$ cat src/rtl/prng_pkg.sv
// -----------------------------------------------------------------------------
// prng_pkg
// Shared definitions for the xorshift32 generator and its share controller:
//   - fsm_e             : controller states (WARM = discarding warm-up steps,
//                         SERVE = granting draws)
//   - PRNG_DEFAULT_SEED : seed used at reset and in place of a zero seed
//   - prng_step()       : one xorshift32 step with configurable shifts
// No ports (package).
// -----------------------------------------------------------------------------
package prng_pkg;

    typedef enum logic [0:0] {
        WARM  = 1'b0,
        SERVE = 1'b1
    } fsm_e;

    localparam logic [31:0] PRNG_DEFAULT_SEED = 32'hDEADBEEF;

    // The three shifts are applied in sequence within one combinational step;
    // bits shifted out of the 32-bit word are discarded.
    function automatic logic [31:0] prng_step(
        input logic [31:0] s,
        input int unsigned sa,
        input int unsigned sb,
        input int unsigned sc
    );
        logic [31:0] s1;
        logic [31:0] s2;
        s1 = s ^ (s << sa);
        s2 = s1 ^ (s1 >> sb);
        return s2 ^ (s2 << sc);
    endfunction

endpackage

$ cat src/rtl/prng_share_ctrl_if.sv
// -----------------------------------------------------------------------------
// prng_share_ctrl_if
// Bundle between the requesters and the shared PRNG controller.
//   req        : per-requester level request (held until acked)
//   ack        : one-hot, one-cycle grant
//   rnd_out    : random value, meaningful only while any ack bit is set
//   seed_valid : load seed_data this cycle
//   seed_data  : new seed (zero selects the default seed)
//   ready      : warm-up complete, draws being served
//   draw_count : granted draws since reset, wraps modulo 2^32
// Modports: master = requester side, slave = controller side.
// -----------------------------------------------------------------------------
interface prng_share_ctrl_if
    import prng_pkg::*;
#(
    parameter int NUM_REQ = 4,
    parameter int OUT_W   = 24
);
    logic [NUM_REQ-1:0] req;
    logic [NUM_REQ-1:0] ack;
    logic [OUT_W-1:0]   rnd_out;
    logic               seed_valid;
    logic [31:0]        seed_data;
    logic               ready;
    logic [31:0]        draw_count;

    modport master (
        output req,
        output seed_valid,
        output seed_data,
        input  ack,
        input  rnd_out,
        input  ready,
        input  draw_count
    );

    modport slave (
        input  req,
        input  seed_valid,
        input  seed_data,
        output ack,
        output rnd_out,
        output ready,
        output draw_count
    );
endinterface

$ cat src/rtl/xorshift32_core.sv
// -----------------------------------------------------------------------------
// xorshift32_core
// 32-bit xorshift state register.
//   clk, rst  : clock, asynchronous active-high reset (state <= SEED)
//   step_en   : advance the generator by one step
//   load_en   : load load_val (takes priority over step_en)
//   load_val  : seed to load; zero is replaced by SEED because zero is a
//               fixed point of xorshift
//   state     : current generator state
// -----------------------------------------------------------------------------
module xorshift32_core
    import prng_pkg::*;
#(
    parameter logic [31:0] SEED    = PRNG_DEFAULT_SEED,
    parameter int          SHIFT_A = 13,
    parameter int          SHIFT_B = 17,
    parameter int          SHIFT_C = 5
) (
    input  logic        clk,
    input  logic        rst,
    input  logic        step_en,
    input  logic        load_en,
    input  logic [31:0] load_val,
    output logic [31:0] state
);

    logic [31:0] state_r;
    logic [31:0] next_s;

    // Select next state: load (with zero-seed substitution), step, or hold.
    always_comb begin
        next_s = state_r;
        if (load_en) begin
            if (load_val == 32'd0) begin
                next_s = SEED;
            end else begin
                next_s = load_val;
            end
        end else if (step_en) begin
            next_s = prng_step(state_r, SHIFT_A, SHIFT_B, SHIFT_C);
        end else begin
            next_s = state_r;
        end
    end

    // Generator state register.
    always_ff @(posedge clk or posedge rst) begin
        if (rst) begin
            state_r <= SEED;
        end else begin
            state_r <= next_s;
        end
    end

    assign state = state_r;

endmodule

$ cat src/rtl/prng_share_ctrl.sv
// -----------------------------------------------------------------------------
// prng_share_ctrl
// Shares one xorshift32 generator among NUM_REQ consumers. After reset or a
// reseed the generator is stepped WARMUP times with no grants (WARM), then
// requests are served round-robin, one draw per cycle (SERVE). Each grant
// steps the generator once, so no two grants ever see the same value.
//   clk, rst : clock, asynchronous active-high reset
//   bus      : prng_share_ctrl_if.slave (req/ack/rnd_out/seed_valid/
//              seed_data/ready/draw_count), all outputs registered
// -----------------------------------------------------------------------------
module prng_share_ctrl
    import prng_pkg::*;
#(
    parameter int          NUM_REQ = 4,
    parameter logic [31:0] SEED    = PRNG_DEFAULT_SEED,
    parameter int          SHIFT_A = 13,
    parameter int          SHIFT_B = 17,
    parameter int          SHIFT_C = 5,
    parameter int          WARMUP  = 4,
    parameter int          OUT_W   = 24
) (
    input  logic             clk,
    input  logic             rst,
    prng_share_ctrl_if.slave bus
);

    localparam int RR_W = (NUM_REQ > 1) ? $clog2(NUM_REQ) : 1;
    localparam int SW   = RR_W + 1;

    fsm_e               fsm_r, fsm_next_s;
    logic [7:0]         cnt_r, cnt_next_s;
    logic [RR_W-1:0]    rr_r, rr_next_s;
    logic [NUM_REQ-1:0] ack_r, ack_next_s;
    logic [OUT_W-1:0]   rnd_r, rnd_next_s;
    logic               ready_r, ready_next_s;
    logic [31:0]        count_r, count_next_s;

    logic               step_en_s;
    logic               load_en_s;
    logic [31:0]        state_s;

    logic               found_s;
    logic [RR_W-1:0]    winner_s;
    logic [RR_W-1:0]    cand_s;
    logic [SW-1:0]      sum_s;

    xorshift32_core #(
        .SEED    (SEED),
        .SHIFT_A (SHIFT_A),
        .SHIFT_B (SHIFT_B),
        .SHIFT_C (SHIFT_C)
    ) u_core (
        .clk      (clk),
        .rst      (rst),
        .step_en  (step_en_s),
        .load_en  (load_en_s),
        .load_val (bus.seed_data),
        .state    (state_s)
    );

    // Round-robin search: first requester at or after rr, wrapping.
    always_comb begin
        found_s  = 1'b0;
        winner_s = {RR_W{1'b0}};
        cand_s   = {RR_W{1'b0}};
        sum_s    = {SW{1'b0}};
        for (int i = 0; i < NUM_REQ; i++) begin
            sum_s = {1'b0, rr_r} + SW'(i);
            if (sum_s >= SW'(NUM_REQ)) begin
                cand_s = RR_W'(sum_s - SW'(NUM_REQ));
            end else begin
                cand_s = RR_W'(sum_s);
            end
            if (!found_s && bus.req[cand_s]) begin
                found_s  = 1'b1;
                winner_s = cand_s;
            end else begin
                found_s  = found_s;
            end
        end
    end

    // Next-state and output logic; a reseed overrides any grant that cycle.
    always_comb begin
        fsm_next_s   = fsm_r;
        cnt_next_s   = cnt_r;
        rr_next_s    = rr_r;
        ack_next_s   = {NUM_REQ{1'b0}};
        rnd_next_s   = rnd_r;
        ready_next_s = ready_r;
        count_next_s = count_r;
        step_en_s    = 1'b0;
        load_en_s    = 1'b0;

        if (bus.seed_valid) begin
            load_en_s    = 1'b1;
            fsm_next_s   = WARM;
            cnt_next_s   = 8'd0;
            ready_next_s = 1'b0;
        end else begin
            case (fsm_r)
                WARM: begin
                    if (cnt_r == 8'(WARMUP)) begin
                        // Only reachable with WARMUP == 0: serve without stepping.
                        fsm_next_s   = SERVE;
                        ready_next_s = 1'b1;
                    end else begin
                        step_en_s  = 1'b1;
                        cnt_next_s = cnt_r + 8'd1;
                        if (({1'b0, cnt_r} + 9'd1) == 9'(WARMUP)) begin
                            fsm_next_s   = SERVE;
                            ready_next_s = 1'b1;
                        end else begin
                            fsm_next_s   = WARM;
                        end
                    end
                end
                SERVE: begin
                    if (found_s) begin
                        step_en_s            = 1'b1;
                        ack_next_s[winner_s] = 1'b1;
                        // Delivered value is the post-step state, same as the core loads.
                        rnd_next_s           = OUT_W'(prng_step(state_s, SHIFT_A, SHIFT_B, SHIFT_C));
                        count_next_s         = count_r + 32'd1;
                        if (winner_s == RR_W'(NUM_REQ - 1)) begin
                            rr_next_s = {RR_W{1'b0}};
                        end else begin
                            rr_next_s = winner_s + RR_W'(1);
                        end
                    end else begin
                        rr_next_s = rr_r;
                    end
                end
                default: begin
                    fsm_next_s   = WARM;
                    cnt_next_s   = 8'd0;
                    ready_next_s = 1'b0;
                end
            endcase
        end
    end

    // Controller state and registered outputs.
    always_ff @(posedge clk or posedge rst) begin
        if (rst) begin
            fsm_r   <= WARM;
            cnt_r   <= 8'd0;
            rr_r    <= {RR_W{1'b0}};
            ack_r   <= {NUM_REQ{1'b0}};
            rnd_r   <= {OUT_W{1'b0}};
            ready_r <= 1'b0;
            count_r <= 32'd0;
        end else begin
            fsm_r   <= fsm_next_s;
            cnt_r   <= cnt_next_s;
            rr_r    <= rr_next_s;
            ack_r   <= ack_next_s;
            rnd_r   <= rnd_next_s;
            ready_r <= ready_next_s;
            count_r <= count_next_s;
        end
    end

    assign bus.ack        = ack_r;
    assign bus.rnd_out    = rnd_r;
    assign bus.ready      = ready_r;
    assign bus.draw_count = count_r;

endmodule

$ cat src/flat_wrapper.sv
// flat-port wrapper written by rule: the top's interface ports become plain ports
module prng_share_ctrl_flat import prng_pkg::*;
#(
    parameter int          NUM_REQ = 4,
    parameter logic [31:0] SEED    = PRNG_DEFAULT_SEED,
    parameter int          SHIFT_A = 13,
    parameter int          SHIFT_B = 17,
    parameter int          SHIFT_C = 5,
    parameter int          WARMUP  = 4,
    parameter int          OUT_W   = 24
)
  (clk, rst, bus_req, bus_seed_valid, bus_seed_data, bus_ack, bus_rnd_out, bus_ready, bus_draw_count);
  prng_share_ctrl_if #(.NUM_REQ(NUM_REQ), .OUT_W(OUT_W)) bus_i ();
  input  logic clk;
  input  logic rst;
  input wire logic [$bits(bus_i.req)-1:0] bus_req;
  input wire logic [$bits(bus_i.seed_valid)-1:0] bus_seed_valid;
  input wire logic [$bits(bus_i.seed_data)-1:0] bus_seed_data;
  output wire logic [$bits(bus_i.ack)-1:0] bus_ack;
  output wire logic [$bits(bus_i.rnd_out)-1:0] bus_rnd_out;
  output wire logic [$bits(bus_i.ready)-1:0] bus_ready;
  output wire logic [$bits(bus_i.draw_count)-1:0] bus_draw_count;
  assign bus_i.req = bus_req;
  assign bus_i.seed_valid = bus_seed_valid;
  assign bus_i.seed_data = bus_seed_data;
  assign bus_ack = bus_i.ack;
  assign bus_rnd_out = bus_i.rnd_out;
  assign bus_ready = bus_i.ready;
  assign bus_draw_count = bus_i.draw_count;
  prng_share_ctrl #(.NUM_REQ(NUM_REQ), .SEED(SEED), .SHIFT_A(SHIFT_A), .SHIFT_B(SHIFT_B), .SHIFT_C(SHIFT_C), .WARMUP(WARMUP), .OUT_W(OUT_W)) u_core (.clk(clk), .rst(rst), .bus(bus_i));
endmodule
$ cat config.mk
export PLATFORM = sky130hd
export DESIGN_NAME = prng_share_ctrl_flat
export DESIGN_NICKNAME = d
export VERILOG_FILES = /design/src/rtl/prng_pkg.sv /design/src/rtl/prng_share_ctrl_if.sv /design/src/rtl/xorshift32_core.sv /design/src/rtl/prng_share_ctrl.sv /design/src/flat_wrapper.sv
export SDC_FILE = /design/constraint.sdc
export NUM_CORES = 1
export LEC_CHECK = 0
export CAP_MARGIN = 20
export CORE_ASPECT_RATIO = 0.5
export CORE_MARGIN = 5
export CORE_UTILIZATION = 49
export CTS_BUF_LIST = sky130_fd_sc_hd__clkbuf_8
export DETAILED_ROUTE_END_ITERATION = 10
export PLACE_DENSITY = 0.87
export RECOVER_POWER = 50
export REMOVE_ABC_BUFFERS = 1
export SETUP_SLACK_MARGIN = 0.1
export SYNTH_ARGS = -nofsm -noshare
export SYNTH_HDL_FRONTEND = slang
export SYNTH_SLANG_ARGS = --single-unit
export TNS_END_PERCENT = 100
$ cat constraint.sdc
create_clock -name clk -period 3.42 [get_ports clk]
set_clock_uncertainty 0.2 [all_clocks]
set_input_delay 0.684 -clock clk [delete_from_list [all_inputs] [get_ports clk]]
set_output_delay 0.684 -clock clk [all_outputs]
set_load 0.01 [all_outputs]
==> results of run 1 <==
## synth_stat cells, types with 4 or more instances
cell | count | share of area
and2_1 | 4 | 0.0046
o22ai_1 | 13 | 0.015
a31oi_1 | 4 | 0.0046
xnor2_1 | 64 | 0.10
o21ai_0 | 16 | 0.015
xor2_1 | 38 | 0.061
ha_1 | 8 | 0.018
dfrtp_1 | 80 | 0.37
a21oi_1 | 18 | 0.016
a211oi_1 | 4 | 0.0055
nor3_1 | 8 | 0.0073
inv_1 | 14 | 0.0096
nor2_1 | 62 | 0.043
nand2_1 | 55 | 0.038
dfstp_2 | 24 | 0.12
nor4_1 | 8 | 0.0092
buf_2 | 11 | 0.010
a22o_1 | 5 | 0.0080
o31ai_1 | 7 | 0.0096
and3_1 | 10 | 0.011
clkbuf_1 | 12 | 0.0082
nand4_1 | 13 | 0.015
nand3_1 | 11 | 0.010
## layout make-up
cell class,count,area [um2],area share
Clock buffer,10,138,0.0200
Sequential cell,104,2630,0.383
Multi-Input combinational cell,397,2640,0.384
Inverter,15,57.6,0.00838
Timing Repair Buffer,117,1130,0.164
Clock inverter,6,90.1,0.0131
Tap cell,145,181,0.0264
## critical path, delay by kind of cell
family	cells	cell delay [ns]
AO/OA/AOI/OAI	2	1.10
buffers and inverters	2	0.89
AND/OR/NAND/NOR	1	0.30
## path summary, 6_finish.rpt
kind | from | to | slack [ns]
max | bus_req[0] | u_core.bus.rnd_out[15]$_DFFE_PP0P_ | 0.50
min | u_core.u_core.state[27]$_DFFE_PP1P_ | u_core.u_core.state[27]$_DFFE_PP1P_ | 0.27
max reg2reg | u_core.cnt_r[0]$_DFFE_PP0P_ | u_core.u_core.state[6]$_DFFE_PP1P_ | 0.64
min reg2reg | u_core.u_core.state[27]$_DFFE_PP1P_ | u_core.u_core.state[27]$_DFFE_PP1P_ | 0.27
max in group asynchronous | rst | u_core.bus.rnd_out[5]$_DFFE_PP0P_ | 1.10
min in group asynchronous | rst | u_core.bus.draw_count[23]$_DFFE_PP0P_ | 0.78
## layout by cell type (no fill, tap or decap), types with 3 or more instances in the layout
cell | Yosys | layout
o32ai_1 | 3 | 3
nand2_1 | 55 | 55
o31ai_1 | 7 | 7
dfrtp_1 | 80 | 80
nand4_1 | 13 | 13
a31oi_1 | 4 | 4
nor2_1 | 62 | 62
nor4_1 | 8 | 8
inv_1 | 14 | 13
xnor2_1 | 64 | 64
dfstp_2 | 24 | 24
a22o_1 | 5 | 5
xor2_2 | 3 | 3
clkbuf_8 | 0 | 10
buf_4 | 0 | 15
nand3_1 | 11 | 11
nor3_1 | 8 | 7
or3_1 | 3 | 3
o221ai_1 | 3 | 3
a21oi_1 | 18 | 18
ha_1 | 8 | 8
and4_1 | 3 | 3
and2_1 | 4 | 4
and3_1 | 10 | 10
dlygate4sd3_1 | 0 | 20
o21ai_0 | 16 | 16
nor3_2 | 2 | 3
xor2_1 | 38 | 38
a211oi_1 | 4 | 4
o22ai_1 | 13 | 13
clkdlybuf4s50_1 | 0 | 78
nand2b_1 | 3 | 3
mux2i_1 | 3 | 3
## per-layer routing
layer | up-vias | global-route usage
met5 | - | 0
met4 | 0 | 0.0712
met3 | 31 | 0.0549
met2 | 197 | 0.368
met1 | 2254 | 0.277
li1 | 2066 | -
## kinds of logic (layout without fill, tap and decap cells)
logic type                 after synthesis  in the layout  synth area share
adders and majority gates                8              8            0.0183
muxes                                    5              5            0.0103
xor gates and xnor gates               107            107             0.181
AOI/OAI and AO/OA                       89             89             0.113
DFF                                    104            104             0.482
buffers and inverters                   39            148            0.0307
and+or+nand+nor                        188            188             0.164
## flip-flops by register name, summed over array words and instances, names as in the netlist
register / cells
u_core.bus.rnd_out: 24
u_core.u_core.state: 32
u_core.bus.draw_count: 32
u_core.rr_r: 2
u_core.bus.ack: 4
u_core.bus.ready: 1
u_core.cnt_r: 8
u_core.fsm_r: 1
## stage by stage
| step | power (mW) | worst slack, ns | hold slack [ns] | util |
|---|---|---|---|---|
| 2_1_floorplan | 4.45 | -0.156 | 0.246 | - |
| 3_3_place_gp | 5.32 | 0.374 | 0.252 | 0.610 |
| 6_report | 6.34 | 0.497 | 0.273 | 0.627 |
| 4_1_cts | 6.37 | 0.706 | 0.274 | 0.630 |
| 5_1_grt | 6.73 | 0.436 | 0.299 | 0.627 |
| 3_5_place_dp | 5.45 | 0.331 | 0.257 | 0.610 |
## power by group through the flow
stage	Sequential [mW]	Combinational, mW	Clock, mW
after floorplan	2.13	2.31	0
after global placement	2.13	3.19	0
after detailed placement	2.16	3.30	0
after CTS	2.14	3.35	0.883
after global routing	2.19	3.60	0.935
final	2.15	3.33	0.867
==> impl_metrics.py, run 1 <==
metrics = {
    "logic_synthesis": {
        "synthFlopType": "dfrtp_1",
        "synth_edf_count": 0,
        "syn_area_um2": 5460,
        "avgSynthCellArea_um2": 10.1,
        "synth_cell_types": 56,
        "ys_seq_area_frac": 0.482,
        "synth_seq_cells": 104,
        "ys_warn_count": 0,
        "synthCells": 540,
        "synth-async-reset-ratio": 1.00,
    },
    "clocking": {
        "clk_latency_ns": 0.37,
        "cts_resized": 0,
        "tritoncts": "yes",
        "clock-root-buffer": "clkbuf_8",
        "cts_setup_buffers": 0,
        "cts.sinks": 104,
        "numCtsBuffers": 9,
        "htree_levels": 3,
        "clk_pin_slew_ns": 0.10,
        "clock_path_buffers": 2,
        "ctsHoldBuffers": 0,
    },
    "finish": {
        "antennaDiodeCount": 0,
        "drive_gt1_frac": 0.111,
        "fillCellCount": 894,
        "final_cell_area_um2": 6870,
        "final_nets": 691,
        "instances_no_fill": 794,
        "area_delta_synth_final_pct": 25.7,
    },
    "floorplanning": {
        "dieWidth_um": 159,
        "die_h_um": 84.6,
        "core_um2": 10900,
        "num_rows": 27,
        "io-pin-count": 100,
        "dieArea_um2": 13500,
        "initial_core_util": 0.499,
    },
    "placed_design": {
        "gp_congestion": 0.935,
        "dp.cells": 778,
        "post_dp_cell_area_um2": 6670,
        "place_hpwl_mm": 10.8,
        "io_buffers": 99,
    },
    "drt": {
        "wl_met2_mm": 7.06,
        "vias": 4548,
        "drtIter0Drc": 473,
        "wl_met1_mm": 6.09,
        "viasPerCell": 5.73,
        "drcViolationCount": 0,
        "dr_wl_met3_mm": 1.07,
        "routedWlPerCell_um": 18.3,
        "ant_nets": 0,
        "wirelength_mm": 14.6,
        "drtPass1Iterations": 5,
        "highest_layer": "met4",
    },
    "grt": {
        "antenna_found_initial": 0,
        "grt_max_degree": 57,
        "grt_pass1_vias": 4703,
        "grt_util_all_layers": 0.218,
        "grt_pass1_wl_mm": 23.9,
        "grt_overflow": 0,
    },
    "pwr": {
        "seqPwrFrac": 0.339,
        "p_leak_nw": 2.91,
        "ir_drop_mv": 0.410,
        "p_int_mw": 3.76,
        "pwr-share-clk": 0.137,
        "swShare": 0.407,
        "combPwrFrac": 0.524,
        "p_switching_mw": 2.58,
        "p_per_area_nw_per_um2": 924,
    },
    "sta": {
        "worst_slew_pin_slew_ns": 1.11,
        "period_minus_slack_ns": 2.92,
        "tns_ns": 0,
        "rsz0062_at_grt": "false",
        "report.final.setup_viol": 0,
        "slew_headroom": 0.257,
        "max_freq_mhz": 342,
        "period_share": 0.855,
        "slew_violations": 0,
        "hold_viol_final": 0,
    },
    "worst_setup_path": {
        "crit_path_end_kind": "flop",
        "worstPathRequired_ns": 3.48,
        "r2r_cells": 7,
        "path_cells": "dlygate4sd3_1 > o41ai_1 > nor2_1 > buf_4 > o22a_1",
        "path_max_fanout": 10,
        "worst_path_largest_cell_delay_ns": 0.90,
        "crit_slowest_cell": "o41ai_1",
        "critPathArrivalTime_ns": 2.98,
        "startpoint_type": "input port",
        "critPathKind": "in -> reg",
    },
    "hold_path": {
        "min_path_cells": 2,
        "hold_class": "reg -> reg",
    },
    "flow_run": {
        "maxCapViolCount": 0,
    },
    "status": {
        "status": "completed",
    },
}
No activity file was read; power rests on OpenSTA's default activity.
==> inputs of run 2 (changes only) <==
--- a/config.mk
+++ b/config.mk
@@ -13,7 +13,6 @@
 export DETAILED_ROUTE_END_ITERATION = 10
 export PLACE_DENSITY = 0.87
 export RECOVER_POWER = 50
-export REMOVE_ABC_BUFFERS = 1
 export SETUP_SLACK_MARGIN = 0.1
 export SYNTH_ARGS = -nofsm -noshare
 export SYNTH_HDL_FRONTEND = slang
==> run 2 against run 1 <==
  * The run now ends with capacitance limit, slew limit left
  * Sequential power about the same
  * Non-clock buffer count is 6 lower
  * Total power decreased by 0.97%
  * Via count is 4.0% lower
  * Utilization decreased by 0.32 points
  * Register-to-register slack better by 0.13 ns
  * Largest cell class unchanged
  * Highest routed layer unchanged
==> impl_metrics.py, run 2 (synthesized netlist as in run 1, its figures left out) <==
metrics = {
    "clocking": {
        "clock_path_buffers": 2,
        "numCtsBuffers": 9,
        "cts.sinks": 104,
        "cts_resized": 0,
        "htree_levels": 3,
        "ctsHoldBuffers": 0,
        "clock-root-buffer": "clkbuf_8",
        "clk_pin_slew_ns": 0.10,
        "cts_setup_buffers": 0,
        "tritoncts": "yes",
        "clk_latency_ns": 0.38,
    },
    "worst_setup_path": {
        "crit_slowest_cell": "dlygate4sd3_1",
        "path_cells": "dlygate4sd3_1 > o41a_1 > buf_4 > nor3_2 > buf_4 > a211oi_1 > nor2_1",
        "critPathArrivalTime_ns": 2.97,
        "path_max_fanout": 25,
        "worstPathRequired_ns": 3.53,
        "crit_path_end_kind": "flop",
        "startpoint_type": "input port",
        "cp_top_family": "buffers and inverters",
        "r2r-start": "u_core.cnt_r[0]$_DFFE_PP0P_",
        "startpoint": "bus_req[0]",
        "path_common_cell": "buf_4",
        "critPathKind": "in -> reg",
        "path_buf_inv": 3,
        "worst_path_largest_cell_delay_ns": 0.63,
    },
    "pwr": {
        "p_leak_nw": 2.87,
        "p_total_mw": 6.28,
        "ir_drop_mv": 0.436,
        "p_per_area_nw_per_um2": 920,
    },
    "sta": {
        "slew_violations": 34,
        "timing.final.ws_setup_ns": 0.565,
        "period_share": 0.835,
        "max_freq_mhz": 350,
        "tns_ns": 0,
        "period_minus_slack_ns": 2.85,
        "hold_ws_ns": 0.268,
        "hold_viol_final": 0,
        "report.final.setup_viol": 0,
        "worst_slew_pin_slew_ns": 1.52,
        "slew_headroom": -0.0171,
        "rsz0062_at_grt": "false",
    },
    "finish": {
        "drive_gt1_frac": 0.104,
        "fillCellCount": 927,
        "mostFrequentLayoutCells": "clkdlybuf4s50_1, dfrtp_1, xnor2_1",
        "area_delta_synth_final_pct": 25.1,
        "final_nets": 685,
        "antennaDiodeCount": 0,
    },
    "hold_path": {
        "min-delay-start": "u_core.bus.draw_count[31]$_DFFE_PP0P_",
        "hold_class": "reg -> reg",
    },
    "placed_design": {
        "gp_congestion": 0.957,
        "place_hpwl_mm": 10.5,
        "dp_slack_ns": 0.296,
        "io_buffers": 99,
    },
    "grt": {
        "antenna_found_initial": 0,
        "grt_pass1_vias": 4367,
        "grt_pass1_wl_mm": 22.8,
        "grt_max_degree": 44,
        "grt_util_all_layers": 0.207,
        "grt_overflow": 0,
    },
    "drt": {
        "viasPerCell": 5.54,
        "drtIter0Drc": 331,
        "drtPass1Iterations": 5,
        "drcViolationCount": 0,
        "vias": 4366,
        "ant_nets": 0,
        "wirelength_mm": 13.8,
        "routedWlPerCell_um": 17.5,
    },
    "floorplanning": {
        "die_h_um": 84.6,
        "io-pin-count": 100,
        "dieArea_um2": 13500,
        "num_rows": 27,
        "core_um2": 10900,
        "dieWidth_um": 159,
        "initial_core_util": 0.499,
    },
    "status": {
        "violations": "capacitance limit, slew limit",
        "status": "complete, but fails checks",
    },
    "logic_synthesis": {
        "synth_nets": 587,
    },
    "flow_run": {
        "maxCapViolCount": 1,
    },
}
[run 2: worst paths after layout]
kind / to / slack [ns] / cells past startpoint
worst max-delay path: u_core.u_core.state[14]$_DFFE_PP0P_ / 0.57 / 7
worst min-delay path: u_core.bus.draw_count[31]$_DFFE_PP0P_ / 0.27 / 1
worst max register to register: u_core.u_core.state[14]$_DFFE_PP0P_ / 0.77 / 8
worst min register to register: u_core.bus.draw_count[31]$_DFFE_PP0P_ / 0.27 / 1
max in group asynchronous: u_core.fsm_r$_DFF_PP0_ / 0.80 / 3
min in group asynchronous: u_core.bus.ack[1]$_DFF_PP0_ / 0.91 / 2
[run 2: routing by layer]
layer / vias to the layer above / wire, um / GRT usage
met2: 142 / 6490 / 0.335
met1: 2136 / 6080 / 0.278
met3: 31 / 848 / 0.0500
li1: 2057 / - / -
met4: 0 / 344 / 0.0673
met5: - / 0 / 0
[run 2: area by class of cell]
class / count / area [um2] / area share
flip-flops and latches: 104 / 2630 / 0.385
clock inverters: 6 / 68.8 / 0.0101
inverters: 15 / 57.6 / 0.00843
multi-input cells: 397 / 2660 / 0.389
well taps: 145 / 181 / 0.0266
clock buffers: 10 / 138 / 0.0202
repair buffers: 111 / 1090 / 0.160
[run 2: worst register-to-register path, cell delays in order, from the launching register on]
cell,delay (ns)
dfrtp_1,0.42
inv_1,0.06
ha_1,0.21
a41oi_1,0.23
clkbuf_1,0.63
nor3_2,0.18
buf_4,0.26
a211oi_1,0.27
nor2_1,0.08
[run 2: power breakdown]
part           internal, mW  total, mW  switching, mW
Clock                 0.361      0.793          0.432
Combinational          1.60       3.34           1.74
Sequential             1.73       2.15          0.419
[run 2: metrics by stage]
stage | area [um2] | util | cells
6_report | 6830 | 0.624 | 788
4_1_cts | 6860 | 0.627 | 788
5_1_grt | 6830 | 0.624 | 788
3_3_place_gp | 6650 | 0.608 | 772
3_5_place_dp | 6650 | 0.608 | 772
2_1_floorplan | 5460 | - | 540
